**src/rtl/inst_loader_pkg.sv**
```systemverilog
// inst_loader_pkg: shared state encoding and framing constants for the instruction loader
package inst_loader_pkg;

    typedef enum logic [2:0] {
        SYNC,
        LEN_HI,
        LEN_LO,
        DATA,
        WRITE,
        CSUM,
        DONE,
        ERR
    } state_t;

    localparam logic [7:0] SYNC_BYTE_DEFAULT = 8'hA5;
    localparam int COUNT_W = 16;
    localparam int BYTES_PER_WORD = 4;

endpackage

```
**src/rtl/word_packer.sv**
```systemverilog
// word_packer: big-endian byte-to-word shift register with byte counter and XOR checksum
module word_packer
    import inst_loader_pkg::*;
(
    input  logic        clk,
    input  logic        rst,
    input  logic        clear,
    input  logic        shift_en,
    input  logic [7:0]  data_byte,
    output logic [31:0] word,
    output logic        word_full,
    output logic [7:0]  csum
);

    localparam int CNT_W = $clog2(BYTES_PER_WORD);

    logic [CNT_W-1:0] cnt;

    // shift bytes in MSB-first, count them and fold them into the checksum
    always_ff @(posedge clk or negedge rst) begin
        if (!rst) begin
            word <= '0;
            cnt  <= '0;
            csum <= '0;
        end else if (clear) begin
            word <= '0;
            cnt  <= '0;
            csum <= '0;
        end else if (shift_en) begin
            word <= {word[23:0], data_byte};
            cnt  <= cnt + CNT_W'(1);
            csum <= csum ^ data_byte;
        end
    end

    // high when the byte being shifted now completes the word
    assign word_full = cnt == CNT_W'(BYTES_PER_WORD - 1);

endmodule

```
**src/rtl/inst_loader.sv**
```systemverilog
// inst_loader: receives a framed program image over a byte link and writes it into instruction memory
module inst_loader
    import inst_loader_pkg::*;
#(
    parameter int         ADDR_W    = 16,
    parameter logic [7:0] SYNC_BYTE = SYNC_BYTE_DEFAULT
) (
    input  logic              clk,
    input  logic              rst,
    input  logic              rx_valid,
    input  logic [7:0]        rx_data,
    output logic              rx_ready,
    output logic              im_we,
    output logic [ADDR_W-1:0] im_addr,
    output logic [31:0]       im_wdata,
    output logic              cpu_rst,
    output logic              busy,
    output logic              done,
    output logic              err
);

    state_t             state, next;
    logic [COUNT_W-1:0] count;
    logic [COUNT_W:0]   idx;
    logic [COUNT_W:0]   idx_next;
    logic [COUNT_W-1:0] count_full;
    logic               count_ok;
    logic               acc;
    logic               restart;
    logic [31:0]        word;
    logic               word_full;
    logic [7:0]         csum;

    assign acc        = rx_valid && rx_ready;
    assign restart    = acc && rx_data == SYNC_BYTE && (state == SYNC || state == DONE || state == ERR);
    assign idx_next   = idx + (COUNT_W+1)'(1);
    assign count_full = {count[15:8], rx_data};
    assign count_ok   = count_full != '0 && {1'b0, count_full} <= ((COUNT_W+1)'(1) << ADDR_W);

    word_packer u_packer (
        .clk       (clk),
        .rst       (rst),
        .clear     (restart),
        .shift_en  (acc && state == DATA),
        .data_byte (rx_data),
        .word      (word),
        .word_full (word_full),
        .csum      (csum)
    );

    // state register
    always_ff @(posedge clk or negedge rst) begin
        if (!rst) state <= SYNC;
        else      state <= next;
    end

    // next-state logic driven by accepted bytes and the word index
    always_comb begin
        next = state;
        case (state)
            SYNC, DONE, ERR: next = restart ? LEN_HI : state;
            LEN_HI:          next = acc ? LEN_LO : state;
            LEN_LO:          next = acc ? (count_ok ? DATA : ERR) : state;
            DATA:            next = acc && word_full ? WRITE : state;
            WRITE:           next = idx_next == {1'b0, count} ? CSUM : DATA;
            CSUM:            next = acc ? (rx_data == csum ? DONE : ERR) : state;
            default:         next = SYNC;
        endcase
    end

    // word count capture and write-address index
    always_ff @(posedge clk or negedge rst) begin
        if (!rst) begin
            count <= '0;
            idx   <= '0;
        end else begin
            if (restart)                 idx        <= '0;
            if (acc && state == LEN_HI)  count[15:8] <= rx_data;
            if (acc && state == LEN_LO)  count[7:0]  <= rx_data;
            if (state == WRITE)          idx        <= idx_next;
        end
    end

    // outputs decoded from state and registers only, never from rx inputs
    always_comb begin
        rx_ready = state != WRITE;
        im_we    = state == WRITE;
        im_addr  = idx[ADDR_W-1:0];
        im_wdata = word;
        cpu_rst  = state == DONE;
        busy     = state inside {LEN_HI, LEN_LO, DATA, WRITE, CSUM};
        done     = state == DONE;
        err      = state == ERR;
    end

endmodule
```
**config.mk**
```make
export PLATFORM = sky130hd
export DESIGN_NAME = inst_loader
export DESIGN_NICKNAME = d
export VERILOG_FILES = /design/src/rtl/inst_loader_pkg.sv /design/src/rtl/word_packer.sv /design/src/rtl/inst_loader.sv
export SDC_FILE = /design/constraint.sdc
export NUM_CORES = 1
export LEC_CHECK = 0
export CAP_MARGIN = 20
export CORE_MARGIN = 1.5
export CORE_UTILIZATION = 30
export DETAILED_ROUTE_END_ITERATION = 7
export GPL_TIMING_DRIVEN = 1
export SYNTH_ARGS = -nofsm -noshare
export SYNTH_HDL_FRONTEND = slang
export SYNTH_SLANG_ARGS = --single-unit
```
**constraint.sdc**
```tcl
create_clock -name clk -period 3.8 [get_ports clk]
set_input_delay 0.38 -clock clk [delete_from_list [all_inputs] [get_ports clk]]
set_output_delay 0.38 -clock clk [all_outputs]
set_load 0.01 [all_outputs]
```
### Yosys cells after proc, flatten, opt, wreduce, memory -nomap -nowiden

Cells that the tools add are included.

* register bits after elaboration: 78
* latch bits: 0
* RAM bits: 0
* memory bits (read-only): 0
* output and inout port bits: 54
* memories: 0

* add/subtract/negate cells: 2
* multipliers: 0
* div/mod/pow operators: 0
* order comparisons: 1
* equal/unequal tests: 17
* shifts and indexed selects: 0
* multiplexer cells: 17
* bitwise gates (word level): 1
* reductions and logical operators: 17

Operators by type and width (number)
* $mux 32: 2
* $mux 17: 2
* $mux 3: 7
* $pmux 3 s6: 1
* $add 17x1->17 const B: 1
* $eq 17x16->1: 1
* $le 16x17->1 const B: 1
* $mux 8: 2
* $reduce_bool 16->1: 1
* $eq 3x3->1 const B: 4
* $eq 8x8->1: 1
* $eq 8x8->1 const B: 1
* $logic_and 1x1->1: 8
* $ne 2x2->1 const B: 4
* $xor 8x8->8: 1
* $eq 3x2->1 const B: 2
* $reduce_and 5->1: 1
* $reduce_bool 5->1: 1
* $mux 2: 2
* $reduce_bool 2->1: 2
* $eq 3x1->1 const B: 1
* $logic_not 3->1: 1
* $ne 3x3->1 const B: 1
* $reduce_or 3->1: 1
* other kinds (5): 6

### Longest topological paths before layout

Gate-level depths: netlist of the first run.

* depth after elaboration: 6
* depth in mapped cells: 10
* gate-level depth less buffers: 8

### By module

Synthesis of the first run repeated with hierarchy kept, for this count alone.

* cells, all modules: 431
* area total of the unflattened synthesis: 4416.7 sq um

By module, submodules not included
* inst_loader: instances 1, cells an instance 285, area each 2591.2 sq um, seq. area each 900.9 sq um
* word_packer: instances 1, cells an instance 146, area each 1825.5 sq um, seq. area each 1051.0 sq um

### Worst setup path after synthesis of the first run

No wires, ideal clock.

* path kind: flip-flop to flip-flop
* from: reg idx[0]
* to: reg state[1]
* setup time: 0.118 ns
* arrival time: 2.189 ns
* path slack: 1.493 ns
* stages on the path, launching flop included: 9
* period minus slack after synthesis: 2.307 ns
* cell sequence: dfrtp_1 ha_1 nand3_1 nor2_1 and3_2 xnor2_1 nand4_1 a2111o_1 a21o_1

* cells in the longest elaborated chain, start to end: 4

RTL lines
* start, declared: line inst_loader.sv:24 `logic [COUNT_W:0] idx;`
* start signal, assigned: line inst_loader.sv:80 `if (state == WRITE) idx <= idx_next;`
* $add 17x1->17: line inst_loader.sv:36 `assign idx_next = idx + (COUNT_W+1)'(1);`
* $eq 17x16->1: line inst_loader.sv:65 `WRITE: next = idx_next == {1'b0, count} ? CSUM : DATA;`
* $mux 3: line inst_loader.sv:65
* $pmux 3 s6: line inst_loader.sv:60 `case (state)`
* end signal, assigned: line inst_loader.sv:54 `else state <= next;`
* end, declared: line inst_loader.sv:22 `state_t state, next;`

No other way between the ends.
A chain may end at the register's enable or synchronous reset.

### Final worst setup path of the first run

* from: reg state[1]
* to: out im_we

* cells in the longest elaborated chain, start to end: 1

RTL lines
* $eq 3x3->1: line inst_loader.sv:87 `im_we = state == WRITE;`
* end, declared: line inst_loader.sv:13 `output logic im_we,`

No other way between the ends.

==> results of run 1 <==
## stage by stage
stage | setup slack, ps | hold WS [ps] | power (W) | util | instances
final | 858 | 414 | 0.00365 | 0.375 | 675
after global routing | 685 | 439 | 0.00389 | 0.375 | 675
after CTS | 856 | 250 | 0.00368 | 0.372 | 673
after detailed placement | 1180 | 521 | 0.00275 | 0.349 | 657
after global placement | 1250 | 516 | 0.00272 | 0.349 | 657
after floorplan | 1490 | 84.4 | 0.00217 | - | 452
## flip-flops by register name, summed over array words and instances, names as in the netlist
signal,cells
u_packer.csum,8
state,3
u_packer.cnt,2
u_packer.word,32
count,16
idx,17
## metal layers
metal | GRT usage | vias up | share of wire
li1 | - | 1641 | -
met3 | 0.0437 | 10 | 0.059
met2 | 0.240 | 96 | 0.48
met1 | 0.199 | 1690 | 0.45
met4 | 0.0404 | 0 | 0.010
met5 | 0 | - | 0
## layout make-up
type / count / area, um2
clock buffers: 9 / 225
clock inverters: 7 / 86.3
fillers: 1412 / 8610
inverters: 1 / 3.75
multi-input cells: 330 / 1960
flip-flops and latches: 78 / 1950
well taps: 180 / 225
repair buffers: 70 / 706
## report_power, final
part / switching, W / internal, W
Clock: 0.000381 / 0.000525
Combinational: 0.000598 / 0.000706
Sequential: 0.000307 / 0.00113
Total: 0.00129 / 0.00236
## cell usage in the layout, fill, tap and decap left out, drive strengths merged, types with 2 or more instances in the layout
cell type | Yosys | final
xor2 | 22 | 22
dfrtp | 78 | 78
nand2b | 4 | 4
nand3 | 16 | 16
xnor2 | 14 | 14
o21ai | 34 | 34
clkdlybuf4s50 | 0 | 63
nor3 | 5 | 5
a21oi | 52 | 52
and3 | 9 | 9
and4 | 3 | 3
nor2 | 27 | 27
o31ai | 3 | 3
a311oi | 2 | 2
nor4 | 7 | 7
nand4 | 7 | 7
nand2 | 77 | 77
o41ai | 2 | 2
nor2b | 3 | 3
buf | 26 | 6
mux2 | 18 | 18
inv | 1 | 6
clkbuf | 17 | 9
nor3b | 3 | 3
ha | 2 | 2
and2 | 4 | 4
## path summary, 6_finish.rpt
kind,slack [ps],endpoint,cells past startpoint,from
setup / recovery,860,im_we,5,state[1]
hold / removal,410,idx[13],2,rst
setup reg to reg,1130,idx[4],7,state[1]
hold reg to reg,530,u_packer.word[26],2,u_packer.word[26]
max in group asynchronous,2810,u_packer.word[21],3,rst
min in group clk,530,u_packer.word[26],2,u_packer.word[26]
## worst max-delay path, stage by stage, from the launching register on
cell and delay (ps):
dfrtp_1 530, nand2b_1 230, or2_0 210, buf_4 210, inv_1 400, clkdlybuf4s50_1 630
## logic make-up (layout without fill, tap and decap cells)
| logic type | Yosys count | after routing |
|---|---|---|
| AOI/OAI and AO/OA | 104 | 104 |
| xor gates and xnor gates | 36 | 36 |
| adders and majority gates | 2 | 2 |
| buffers and inverters | 44 | 87 |
| DFF | 78 | 78 |
| muxes | 18 | 18 |
| and+or+nand+nor | 170 | 170 |
## repair_timing
action / 4_1_cts / 5_1_grt
endpoints found under the setup margin: 0 / 0
hold endpoints to repair: 0 / 9
hold buffers: 0 / 1
==> impl_metrics.tcl, run 1 <==
set metrics [dict create \
    grt_util_all_layers 0.150 \
    p_leak_nw 2.12 \
    wl_per_cell_um 15.9 \
    fp.dieH_um 121 \
    cts_tree "built" \
    synth.avg_cell_area_um2 9.28 \
    critPathLaunchType "flip-flop" \
    hold_viol 0 \
    yosysSeqAreaShare 0.466 \
    grt_max_degree 79 \
    rsz0062_at_grt "no" \
    max_cap_violations 0 \
    fin_skew_ps 8.11 \
    min_path_type "primary input to asynchronous set/reset pin" \
    setup_viol 0 \
    netlist_instances 452 \
    via_count 3437 \
    fin_setup_tns_ps 0 \
    ioPinCount 65 \
    grt_pass1_wl_mm 17.2 \
    synth_ff_type "dfrtp_1" \
    numCtsBuffers 9 \
    synth.most_common_cell "dfrtp_1" \
    slew_violations 0 \
    syn_to_final_growth_pct 23.0 \
    rows 43 \
    drt-total-wl_mm 10.7 \
    antenna_left 0 \
    yosys.area.top_type "dfrtp_1" \
    synth_compound_area_frac 0.141 \
    yosys_warnings 0 \
    hpwl_mm 7.38 \
    peakVddDrop_mv 0.347 \
    synth.distinct_cells 51 \
    drc 0 \
    post_cts_resized 0 \
    period_share 0.774 \
    post_cts_buffers 0 \
    stdcell_area_um2 5160 \
    arrival_ps 2560 \
    via_per_inst 5.09 \
    synth_top_family_by_area "simple AND/OR/NAND/NOR gates" \
    htree_levels 3 \
    clk_transition_reported_paths_ps 70 \
    cts_sinks 78 \
    powerDensity_nw_per_um2 707 \
    clk_path_buf_depth 2 \
    status "finished clean" \
    synth-edff-count 0 \
    clk-insertion-delay-late_ps 340 \
    drt_iter0_markers 314 \
    slew_headroom 0.384 \
    coreArea_um2 13800 \
    antenna_found_initial 0 \
    overflow 0 \
    worstMarginPinSlew_ps 921 \
    yosys.area.top_type_share 0.466 \
    end_kind "output pin" \
    fin_nets 503 \
    antenna_cells 0 \
    port_buffers 64 \
    synthAdderAreaFrac 0.00597 \
    cts-root-buf "clkbuf_16" \
    grt_pass1_vias 3336 \
    worstSetupPathType "flip-flop to output pin" \
    drive_above_1_share 0.105 \
    ys_top_cells_by_count "dfrtp_1, nand2_1, a21oi_1, o21ai_0, nor2_1" \
    synth_area_um2 4190 \
    place_area_um2 4810 \
    required_ps 3420 \
    muxShareOfSynthArea 0.0483 \
    die_w_um 121 \
    synthSimpleGateAreaFrac 0.197 \
    die-area_um2 14700 \
    synth_area_leaders "dfrtp_1, nand2_1, a21oi_1" \
    initial_core_util 0.304 \
    max_freq_mhz 340 \
    synthArstFlopShare 1.00 \
    ys_ff_latch 78 \
    path_max_fanout 22 \
    synth_xor_area_frac 0.0752 \
    post-route-min-period_ps 2940 \
    drt_pass1_iterations 4 \
    routabilityCongestion 0.867 \
    synth_nets 465 \
]
No activity file was read; power rests on OpenSTA's default activity.
==> run 2, diff against run 1 <==
- clock period: 3.8 -> 2.79 ns (I/O delays scaled with it)
==> run 2 against run 1 <==
  * Total power rose by 38%
  * Clock skew fell by 3.6 ps
  * Register-to-register slack got worse by 840 ps
==> impl_metrics.tcl, run 2 (synthesis results as in run 1) <==
set metrics [dict create \
    final_common_cell "dfrtp_1" \
    grt_max_degree 79 \
    overflow 0 \
    slew_violations 0 \
    port_buffers 64 \
    crit_end "state[1]" \
    seq_area_um2 1950 \
    routabilityCongestion 0.817 \
    top_register "u_packer.word" \
    worstMarginPinSlew_ps 838 \
    initial_core_util 0.304 \
    die-area_um2 14700 \
    critPathLaunchType "flip-flop" \
    grt.met3_usage 0.0526 \
    r2r-start "idx[0]" \
    multiInputGateArea_um2 1970 \
    cts_sinks 78 \
    path_max_fanout 8 \
    ioPinCount 65 \
    largest_register_ffs 32 \
    cts-root-buf "clkbuf_16" \
    slew_headroom 0.439 \
    top_usage_layer "met2" \
    setup_viol 0 \
    powerDensity_nw_per_um2 962 \
    fp.dieH_um 121 \
    drive_above_1_share 0.116 \
    hold_viol 0 \
    post-route-min-period_ps 2500 \
    worstSetupPathType "flip-flop to flip-flop" \
    status "finished clean" \
    clk-insertion-delay-late_ps 340 \
    antenna_cells 0 \
    via_per_inst 5.08 \
    grt_pass1_wl_mm 17.5 \
    via_count 3452 \
    die_w_um 121 \
    period_share 0.897 \
    antenna_left 0 \
    worstRegToRegCells 7 \
    fillCellCount 1426 \
    wl_per_cell_um 15.7 \
    met2_usage 0.234 \
    rr_endpoint "state[1]" \
    numCtsBuffers 9 \
    htree_levels 3 \
    coreArea_um2 13800 \
    drc 0 \
    end_kind "flip-flop" \
    p_leak_nw 2.16 \
    fin_setup_tns_ps 0 \
    peakVddDrop_mv 0.541 \
    cts_tree "built" \
    max_cap_violations 0 \
    startpoint "idx[0]" \
    rsz0062_at_grt "no" \
    grt_util_all_layers 0.152 \
    fin_nets 509 \
    post-route-util 0.379 \
    grtUsageMet1 0.205 \
    clk_path_buf_depth 2 \
    min_path_type "primary input to asynchronous set/reset pin" \
    arrival_ps 2730 \
    hpwl_mm 7.36 \
    max_freq_mhz 399 \
    drt-total-wl_mm 10.7 \
    whs_ps 302 \
    fin_skew_ps 4.50 \
    required_ps 3020 \
    clk_transition_reported_paths_ps 60 \
    drt_pass1_iterations 4 \
    top_regs "u_packer.word (32), idx (17), count (16)" \
    antenna_found_initial 0 \
    syn_to_final_growth_pct 24.5 \
    rows 43 \
    grt_pass1_vias 3263 \
    drt_iter0_markers 234 \
    r2r_setup_slack_ps 290 \
    final_cell_mix "dfrtp_1, nand2_1, clkdlybuf4s50_1" \
]
## run 2: critical path: stages (launching register included)
cell and delay [ps]:
dfrtp_1 470, ha_1 340, nand3_2 240, nor4_4 410, a311oi_1 140, nor3b_1 160, a2111o_1 440, a21o_1 190
## run 2: final cells by class
cell class,count,area share
Sequential cell,78,0.374
Clock buffer,10,0.0458
Timing Repair Buffer,76,0.144
Multi-Input combinational cell,330,0.377
Clock inverter,5,0.0158
Tap cell,180,0.0432
Inverter,1,0.000719
## run 2: repair_timing
action | CTS | global route
setup buffers | 0 | 0
hold endpoints to repair | 0 | 6
setup endpoints to repair | 0 | 1
hold buffers | 0 | 1
gates resized for setup | 0 | 1
## run 2: power by group
part | switching (W) | internal [W] | total, W
logic | 0.000808 | 0.000978 | 0.00179
clock network | 0.000465 | 0.000806 | 0.00127
registers | 0.000421 | 0.00154 | 0.00196
## run 2: per-layer routing
layer	vias up	wire [um]
li1	1648	-
met1	1717	4910
met2	77	5040
met3	10	614
met4	0	135
met5	-	0
## run 2: how the worst min path moves through the flow
stage	slack [ps]	cells past startpoint	start	to
finish	300	2	rst	idx[8]
global route	310	2	rst	idx[13]
CTS	160	1	rst	idx[13]
detailed placement	510	1	rst	idx[13]
global placement	500	1	rst	idx[14]
floorplan	-20	0	rst	count[0]
## run 2: per-stage QoR
step	power, W	instance area [um2]	worst slack, ps	cells
2_1_floorplan	0.00295	4190	483	452
3_3_place_gp	0.00372	4850	197	663
3_5_place_dp	0.00376	4850	160	663
4_1_cts	0.00507	5180	147	678
5_1_grt	0.00537	5220	86.7	680
6_report	0.00502	5220	286	680
==> run 3, diff against run 2 <==
- ABC_CLOCK_PERIOD_IN_PS: unset -> 2600
- GPL_TIMING_DRIVEN: 1 -> 0
- clock period: 2.79 -> 2.6 ns (I/O delays scaled with it)
==> run 3 against run 2 <==
  * Sequential power rose by 5%
  * Core utilization rose by 1.2 points
  * Die area did not move
  * Cell area rose by 3.2%
  * Combinational power rose by 11%
  * First-iteration DRC count fell by 4.3%
  * Hold slack improved by 13 ps
  * Sequential share of layout area fell by 1.2 points
  * Critical endpoint is now im_we
  * Count of clock-buffer cells in the layout fell by 1
  * Wire length rose by 0.12%
==> impl_metrics.tcl, run 3 (synthesis results as in run 1) <==
set metrics [dict create \
    status "finished clean" \
    overflow 0 \
    critPathLaunchType "flip-flop" \
    rows 43 \
    antenna_found_initial 0 \
    clk_path_buf_depth 2 \
    wl_per_cell_um 15.0 \
    hpwl_mm 7.90 \
    min_path_type "primary input to asynchronous set/reset pin" \
    syn_to_final_growth_pct 28.5 \
    arrival_ps 2180 \
    slew_headroom 0.535 \
    p_leak_nw 2.24 \
    place_ws_ps -508 \
    top_register "u_packer.word" \
    ioPinCount 65 \
    top_regs "u_packer.word (32), idx (17), count (16)" \
    slew_violations 0 \
    clk-insertion-delay-late_ps 330 \
    grt_pass1_vias 3497 \
    coreArea_um2 13800 \
    r2r-start "idx[0]" \
    required_ps 2340 \
    fin_skew_ps 6.41 \
    max_freq_mhz 410 \
    die-area_um2 14700 \
    worstSetupPathType "flip-flop to output pin" \
    dp.cells 697 \
    clk_transition_reported_paths_ps 60 \
    setup_viol 0 \
    drc 0 \
    peakVddDrop_mv 0.458 \
    via_count 3544 \
    fp.dieH_um 121 \
    numCtsBuffers 9 \
    final_cell_mix "dfrtp_1, nand2_1, clkdlybuf4s50_1" \
    max_cap_violations 0 \
    antenna_left 0 \
    largest_register_ffs 32 \
    startpoint "state[1]" \
    antenna_cells 0 \
    cts_tree "built" \
    hold_viol 0 \
    worstMarginPinSlew_ps 694 \
    fin_nets 542 \
    port_buffers 64 \
    powerDensity_nw_per_um2 963 \
    via_per_inst 4.97 \
    end_kind "output pin" \
    period_share 0.939 \
    die_w_um 121 \
    drt_pass1_iterations 4 \
    post_cts_buffers 0 \
    path_max_fanout 10 \
    grt_max_degree 69 \
    cts_sinks 78 \
    drt-total-wl_mm 10.7 \
    worst_slack_ps 159 \
    drive_above_1_share 0.150 \
    routabilityCongestion 0.854 \
    post-route-min-period_ps 2440 \
    grt_pass1_wl_mm 17.7 \
    cts-root-buf "clkbuf_16" \
    initial_core_util 0.304 \
    drt_iter0_markers 224 \
    grt_util_all_layers 0.155 \
    htree_levels 3 \
    fin_cells 713 \
    rsz0062_at_grt "no" \
    final_common_cell "dfrtp_1" \
]
## run 3: power breakdown
group | total, W | internal [W] | switching [W]
logic | 0.00198 | 0.00107 | 0.000913
registers | 0.00205 | 0.00165 | 0.000401
clock network | 0.00115 | 0.000639 | 0.000509
total | 0.00519 | 0.00336 | 0.00182
## run 3: path summary, 6_finish.rpt
check,cells past startpoint,slack [ps],endpoint
worst max-delay path,5,160,im_we
worst min register to register,2,520,u_packer.word[26]
min in group clk,2,520,u_packer.word[26]
worst min-delay path,2,320,idx[11]
max in group asynchronous,3,1720,u_packer.word[28]
worst max register to register,8,200,state[1]
## run 3: per-layer routing
metal,routed length [um],track usage,up-vias
met5,0,0,-
met4,114,0.0397,0
met3,588,0.0428,10
met2,5320,0.266,94
met1,4690,0.193,1724
li1,-,-,1716
## run 3: final cells by class
cell class / instances / area (um2)
repair buffers: 66 / 676
fillers: 1389 / 8390
clock buffers: 9 / 225
inverters: 1 / 3.75
flip-flops and latches: 78 / 1950
plain buffers: 43 / 280
multi-input cells: 330 / 1990
clock inverters: 6 / 38.8
well taps: 180 / 225
## run 3: worst max-delay path: stages (launching register included)
cell and delay [ps]:
dfrtp_1 450, nand2b_1 190, or2_0 310, inv_2 170, buf_6 170, clkdlybuf4s50_1 550
## run 3: repair_timing
| action | 4_1_cts | 5_1_grt |
|---|---|---|
| setup endpoints to repair | 13 | 13 |
| gates cloned | 0 | 0 |
| hold buffers | 1 | 0 |
| resized for setup | 4 | 5 |
| hold endpoints to repair | 10 | 0 |
## run 3: stage by stage
step / area (um2) / power (W) / setup TNS, ps / hold slack (ps) / util
after CTS: 5370 / 0.00523 / 0 / 314 / 0.390
after detailed placement: 5080 / 0.00406 / -13810 / 114 / 0.369
after global routing: 5390 / 0.00552 / 0 / 341 / 0.391
after global placement: 5060 / 0.00400 / -125800 / 517 / 0.367
final: 5390 / 0.00519 / 0 / 316 / 0.391
after floorplan: 4190 / 0.00317 / 0 / -35.6 / -
